## src/rtl/alu_op_sequencer.sv

```systemverilog
// Command/response sequencer in front of a latch-style 4-bit ALU: registers operands, waits SETTLE cycles, captures results.
// Optional build macro ALU_CHECK_EN adds a reference model of the ALU and a sticky chk_err mismatch flag.
module alu_op_sequencer #(
    parameter int unsigned SETTLE = 1,
    parameter int unsigned CNT_W  = 8
) (
    input  logic             clk,
    input  logic             rst,
    input  logic             cmd_valid,
    output logic             cmd_ready,
    input  logic [3:0]       cmd_a,
    input  logic [3:0]       cmd_b,
    input  logic [2:0]       cmd_op,
    output logic [3:0]       alu_a,
    output logic [3:0]       alu_b,
    output logic [2:0]       alu_ctrl,
    input  logic [3:0]       alu_res,
    input  logic             alu_car,
    input  logic             alu_of,
    output logic             rsp_valid,
    input  logic             rsp_ready,
    output logic [3:0]       rsp_res,
    output logic             rsp_car,
    output logic             rsp_of,
    output logic             rsp_zero,
    output logic [CNT_W-1:0] op_count
`ifdef ALU_CHECK_EN
    ,
    output logic             chk_err
`endif
);

    typedef enum logic [1:0] {
        IDLE  = 2'd0,
        DRIVE = 2'd1,
        RESP  = 2'd2
    } state_t;

    localparam logic [3:0] SETTLE_LOAD = 4'(SETTLE - 1);

    state_t     state;
    state_t     state_nxt;
    logic [3:0] settle_cnt;
    logic       cmd_fire;
    logic       capture;
    logic       rsp_fire;

    assign cmd_fire = (state == IDLE) && cmd_valid;
    assign capture  = (state == DRIVE) && (settle_cnt == 4'd0);
    assign rsp_fire = (state == RESP) && rsp_ready;

    always_ff @(posedge clk) begin
        if (rst) begin
            state <= IDLE;
        end else begin
            state <= state_nxt;
        end
    end

    always_comb begin
        state_nxt = state;
        case (state)
            IDLE:    if (cmd_valid) state_nxt = DRIVE;
            DRIVE:   if (settle_cnt == 4'd0) state_nxt = RESP;
            RESP:    if (rsp_ready) state_nxt = IDLE;
            default: state_nxt = IDLE;
        endcase
    end

    // cmd_ready is masked by rst so nothing is offered while reset is applied.
    always_comb begin
        cmd_ready = 1'b0;
        rsp_valid = 1'b0;
        case (state)
            IDLE:    cmd_ready = !rst;
            RESP:    rsp_valid = 1'b1;
            default: ;
        endcase
    end

    always_ff @(posedge clk) begin
        if (rst) begin
            alu_a      <= 4'd0;
            alu_b      <= 4'd0;
            alu_ctrl   <= 3'b000;
            settle_cnt <= 4'd0;
        end else if (cmd_fire) begin
            alu_a      <= cmd_a;
            alu_b      <= cmd_b;
            alu_ctrl   <= cmd_op;
            settle_cnt <= SETTLE_LOAD;
        end else if ((state == DRIVE) && (settle_cnt != 4'd0)) begin
            settle_cnt <= settle_cnt - 4'd1;
        end
    end

    always_ff @(posedge clk) begin
        if (rst) begin
            rsp_res  <= 4'd0;
            rsp_car  <= 1'b0;
            rsp_of   <= 1'b0;
            rsp_zero <= 1'b1;
        end else if (capture) begin
            rsp_res  <= alu_res;
            rsp_car  <= alu_car;
            rsp_of   <= alu_of;
            rsp_zero <= (alu_res == 4'd0);
        end
    end

    always_ff @(posedge clk) begin
        if (rst) begin
            op_count <= '0;
        end else if (rsp_fire) begin
            op_count <= op_count + CNT_W'(1);
        end
    end

`ifdef ALU_CHECK_EN
    logic [3:0] exp_res;
    logic       exp_car;
    logic       exp_of;
    logic [4:0] sum;
    logic [3:0] neg_b;

    // Overflow for sub deliberately uses b, not its negation, to mirror the ALU.
    always_comb begin
        exp_res = 4'd0;
        exp_car = 1'b0;
        exp_of  = 1'b0;
        sum     = 5'd0;
        neg_b   = ~alu_b + 4'd1;
        case (alu_ctrl)
            3'b000: begin
                sum     = {1'b0, alu_a} + {1'b0, alu_b};
                exp_res = sum[3:0];
                exp_car = sum[4];
                exp_of  = (alu_a[3] == alu_b[3]) && (sum[3] != alu_a[3]);
            end
            3'b001: begin
                sum     = {1'b0, alu_a} + {1'b0, neg_b};
                exp_res = sum[3:0];
                exp_car = sum[4];
                exp_of  = (alu_a[3] == alu_b[3]) && (sum[3] != alu_a[3]);
            end
            3'b010: exp_res = ~alu_a;
            3'b011: exp_res = alu_a & alu_b;
            3'b100: exp_res = alu_a | alu_b;
            3'b101: exp_res = alu_a ^ alu_b;
            3'b110: begin
                if (!alu_a[3] && alu_b[3]) begin
                    exp_res = 4'd0;
                end else if (alu_a[3] && !alu_b[3]) begin
                    exp_res = 4'd1;
                end else begin
                    exp_res = (alu_a < alu_b) ? 4'd0 : 4'd1;
                end
            end
            default: exp_res = (alu_a == alu_b) ? 4'd0 : 4'd1;
        endcase
    end

    always_ff @(posedge clk) begin
        if (rst) begin
            chk_err <= 1'b0;
        end else if (capture &&
                     ((exp_res != alu_res) || (exp_car != alu_car) || (exp_of != alu_of))) begin
            chk_err <= 1'b1;
        end
    end
`endif

endmodule

```

## config.mk

```make
export PLATFORM = sky130hd
export DESIGN_NAME = alu_op_sequencer
export DESIGN_NICKNAME = d
export VERILOG_FILES = /design/src/rtl/alu_op_sequencer.sv
export SDC_FILE = /design/constraint.sdc
export NUM_CORES = 1
export LEC_CHECK = 0
export ABC_AREA = 1
export CAP_MARGIN = 5
export CORE_MARGIN = 2
export CORE_UTILIZATION = 43
export DETAILED_ROUTE_END_ITERATION = 8
export PLACE_DENSITY = 0.79
export SLEW_MARGIN = 20
export SYNTH_ARGS = -nofsm -noshare
export SYNTH_HDL_FRONTEND = slang
export SYNTH_SLANG_ARGS = --single-unit
```

## constraint.sdc

```tcl
create_clock -name clk -period 1.9 [get_ports clk]
set_clock_uncertainty 0.2 [all_clocks]
set_input_delay 0.19 -clock clk [delete_from_list [all_inputs] [get_ports clk]]
set_output_delay 0.19 -clock clk [all_outputs]
set_load 0.01 [all_outputs]
```

After elaboration in Yosys (flattened, before gate mapping) --
Index checks and enable logic that the tools add are counted. W data, S select, Z words.
Word-level totals: bits in registers 32, logic and storage cells 34, bits of input ports 21, output and inout port bits 28
Cells by class: eq/ne operators 5, reductions and logical operators 11, add/subtract/negate cells 2, muxes and demuxes 6
Operators by type and width (number):
- $add A8 B1 Y8 const B | 1
- $logic_not A4 Y1 | 2
- $mux W2 | 3
- $ne A2 B2 Y1 const B | 3
- $pmux W2 S3 | 1
- $logic_and A1 B1 Y1 | 4
- $reduce_bool A4 Y1 | 1
- $sub A4 B1 Y4 const B | 1
- $reduce_and A3 Y1 | 1
- $eq A2 B1 Y1 const B | 1
- $eq A2 B2 Y1 const B | 1
- $logic_not A2 Y1 | 1
- $mux W1 | 2
- $reduce_or A2 Y1 | 1
- $logic_not A1 Y1 | 1

Logic depth before layout (Yosys ltp) --
depth after elaboration 3, gate-level depth with buffers 7, depth with buffers taken out 7

Worst setup path after synthesis --
No wires, ideal clock.
kind reg2reg, start point register settle_cnt[0], end point register rsp_res[2], stages on the path, launching flop included 7, arrival time 1.031 ns, clock period less this slack 1.350 ns, path buffers 1, path slack 0.550 ns, data required time 1.581 ns, cells stage by stage dfxtp_1 inv_1 ha_1 nand3_2 buf_6 o21ai_0 a21oi_1
On the way: longest elaborated chain between the ends 2
RTL lines:
- start, declared | line 43 | logic [3:0] settle_cnt;
- start signal, assigned | line 93 | settle_cnt <= settle_cnt - 4'd1;
- $logic_not A4 Y1 | line 49 | assign capture = (state == DRIVE) && (settle_cnt == 4'd0);
- $logic_and A1 B1 Y1 | line 49
- end signal, assigned | line 104 | rsp_res <= alu_res;
- end, declared | line 22 | output logic [3:0] rsp_res,
Every way passes these cells. A chain may end at the register's enable or synchronous reset.

Worst setup path in the final report --
start point register op_count[3], end point output port op_count[3]
RTL lines:
- start, declared | line 26 | output logic [CNT_W-1:0] op_count
- start signal, assigned | line 115 | op_count <= op_count + CNT_W'(1);
No word-level cell between the ends.

==> impl_metrics.py <==
metrics = {
    "critical_path": {
        "crit_arrival_ns": 1.33,
        "cp_max_fo": 5,
        "reg2reg_from": "settle_cnt[0]",
        "r2r_cells": 5,
        "cp_cell_sequence": "clkdlybuf4s50_1",
        "reg2reg_slack_ns": 0.38,
        "critical_path_class": "reg2out",
        "worstPathRequired_ns": 1.51,
        "cp_top_family": "buffers and inverters",
        "critPathBufInv": 1,
        "max_stage_delay_ns": 0.58,
        "start_kind": "flop",
        "slowest_stage": "clkdlybuf4s50_1",
        "end_kind": "primary output",
        "r2r-end": "rsp_res[3]",
    },
    "drt": {
        "viasPerCell": 4.65,
        "drt-met1-wl_um": 1350,
        "wl_met2_um": 1240,
        "wl_per_cell_um": 10.4,
        "wl_um": 2860,
        "top_layer_used": "met4",
        "drc_errors": 0,
        "ant_nets": 0,
        "dr.first_iter.drc_count": 60,
        "met3_length_um": 230,
        "dr_total_vias": 1278,
        "firstDrtPassIters": 4,
    },
    "finish": {
        "n_antenna_cell": 0,
        "drive_gt1_frac": 0.0823,
        "final_nets": 253,
        "final_cell_count_no_fill": 275,
        "area_growth_pct": 41.9,
        "fillers": 279,
        "regArea_um2": 642,
        "multi_input_area_um2": 584,
    },
    "sta": {
        "fin_ws_ns": 0.179,
        "fmax_mhz": 581,
        "setup_viol": 0,
        "fin_crit_ns": 1.72,
        "relSlewSlack": 0.647,
        "final.setup.tns_ns": 0,
        "drv_slew": 0,
        "max_slew.worst_pin.slew_ns": 0.529,
        "rsz0062_at_grt": "no",
        "fin_crit_sh": 0.906,
        "hold_viol": 0,
    },
    "clocking": {
        "cts_buffer_depth": 2,
        "clock_latency_ns": 0.34,
        "clock_sinks": 32,
        "hold_buffers": 0,
        "numCtsBuffers": 5,
        "h-tree-depth": 2,
        "cts.repair.resized": 3,
        "cts_tree": "built",
        "post_cts_buffers": 0,
        "cts_root_buf": "clkbuf_4",
        "clkTransAtPathRegs_ns": 0.10,
    },
    "pwr": {
        "power_density_mw_per_mm2": 716,
        "p_sw_frac": 0.257,
        "irDropWorstVdd_v": 0.000362,
        "p_seq_frac": 0.531,
        "p_sw_uw": 353,
        "combPwrFrac": 0.169,
        "p_leak_nw": 0.781,
        "internal_power_mw": 1.02,
        "clkPwrFrac": 0.300,
    },
    "yosys": {
        "muxShareOfSynthArea": 0,
        "synth_cells": 179,
        "synth_seq_cells": 32,
        "synth_seq_area_share": 0.474,
        "synth_cell_type_count": 22,
        "synth_fp_nets": 202,
        "synth_xor_area_frac": 0.0194,
        "synth_top_family_by_area": "simple AND/OR/NAND/NOR gates",
        "ys_warn_count": 0,
        "synth-simple-area-share": 0.259,
        "synth-compound-area-share": 0.135,
        "syn_avg_cell_area_um2": 7.56,
        "synth_adder_area_share": 0.0185,
        "netlist_area_mm2": 0.00135,
    },
    "die": {
        "floorplan.initialDensity": 0.447,
        "die-area_mm2": 0.00361,
        "row_count": 20,
        "die_h_um": 60.1,
        "ios": 49,
        "floorplan.core_area_mm2": 0.00303,
        "die_x_um": 60.1,
    },
    "min_path": {
        "min-delay-start": "rsp_car",
        "whs_path_depth": 2,
        "hold_path.class": "reg2reg",
        "whs_endpoint": "rsp_car",
    },
    "placement": {
        "port_buffers": 48,
        "pre_cts_ws_ns": 0.102,
        "hpwlAfterDp_um": 2120,
        "gp_congestion": 0.756,
        "dp.cells": 267,
    },
    "run_status": {
        "status": "complete, no violations",
    },
    "run": {
        "cap_violations": 0,
    },
    "grt": {
        "grt_pass1_wl_um": 4570,
        "grt_max_degree": 22,
        "gr-total-overflow": 0,
        "antenna_found_initial": 0,
        "grt_pass1_vias": 1092,
        "grt_usage": 0.171,
    },
}
-- metrics by stage --
step | area [µm²] | utilization | hold WS (ns) | power, mW
finish | 1920 | 0.634 | 0.252 | 1.37
global route | 1920 | 0.634 | 0.276 | 1.44
CTS | 1920 | 0.634 | 0.253 | 1.38
detailed placement | 1860 | 0.615 | 0.239 | 0.981
global placement | 1860 | 0.615 | 0.234 | 0.978
floorplan | 1350 | - | 0.146 | 0.851
-- metal layers --
metal	up-vias	global-route usage
li1	673	-
met1	551	0.198
met2	47	0.278
met3	7	0.0693
met4	0	0.0698
met5	-	0
-- final cells by class --
class	count	area share
repair buffers	50	0.257
inverters	23	0.0450
multi-input cells	118	0.304
well taps	44	0.0287
clock buffers	8	0.0306
flip-flops and latches	32	0.334
-- Yosys cell counts --
library cell | number | area [µm²]
nor2_1 | 36 | 135
dfxtp_1 | 32 | 641
nand2_1 | 26 | 97.6
inv_1 | 20 | 75.1
a21oi_1 | 17 | 85.1
o21ai_0 | 17 | 85.1
buf_2 | 3 | 15.0
inv_2 | 3 | 11.3
nand3_1 | 3 | 15.0
nand3_2 | 3 | 30.0
nand4_1 | 3 | 18.8
xor2_1 | 3 | 26.3
buf_4 | 2 | 15.0
ha_1 | 2 | 25.0
nor2_2 | 2 | 12.5
buf_6 | 1 | 11.3
nand3_4 | 1 | 17.5
nand3b_1 | 1 | 7.51
nor2_4 | 1 | 11.3
nor3_1 | 1 | 5.00
o21a_1 | 1 | 7.51
o21ai_1 | 1 | 5.00
-- placed cells by master, fill, tap and decap left out, types with 2 or more instances in the layout --
master / count
nand4_1: 3
clkbuf_1: 2
a21oi_1: 17
inv_2: 3
xor2_1: 3
nand2_1: 26
nor2_1: 36
clkbuf_4: 5
clkdlybuf4s50_1: 46
dlygate4sd2_1: 2
inv_1: 20
nand3_1: 3
buf_4: 2
dfxtp_1: 31
nand3_2: 3
ha_1: 2
o21ai_0: 17
nor2_2: 2
-- sequential cells by signal, summed over array words and instances, names as in the netlist --
name and cells:
rsp_res 4, rsp_of 1, rsp_zero 1, settle_cnt 4, alu_b 4, state 2, alu_a 4, op_count 8
rsp_car 1, alu_ctrl 3
-- power by group through the flow --
stage                     clock network [mW]  registers [mW]  logic [mW]
after floorplan                            0           0.761      0.0903
after global placement                     0           0.744       0.234
after detailed placement                   0           0.745       0.236
after CTS                              0.418           0.730       0.235
after global routing                   0.446           0.734       0.257
final                                  0.412           0.730       0.232
-- how the worst max path moves through the flow --
stage / from / endpoint / slack (ns) / cells after the start
after detailed placement: rst / rsp_res[3] / 0.10 / 5
after CTS: op_count[3] / op_count[3] / 0.17 / 1
after floorplan: settle_cnt[0] / rsp_res[2] / 0.55 / 6
after global routing: op_count[3] / op_count[3] / 0.11 / 1
after global placement: rst / rsp_res[2] / 0.15 / 5
final: op_count[3] / op_count[3] / 0.18 / 1
-- cells by family after synthesis --
logic type / count (synthesis)
AOI/OAI and AO/OA: 36
and+or+nand+nor: 77
buffers and inverters: 29
adders and majority gates: 2
xor gates and xnor gates: 3
DFF: 32
No activity file was read; power rests on OpenSTA's default activity.
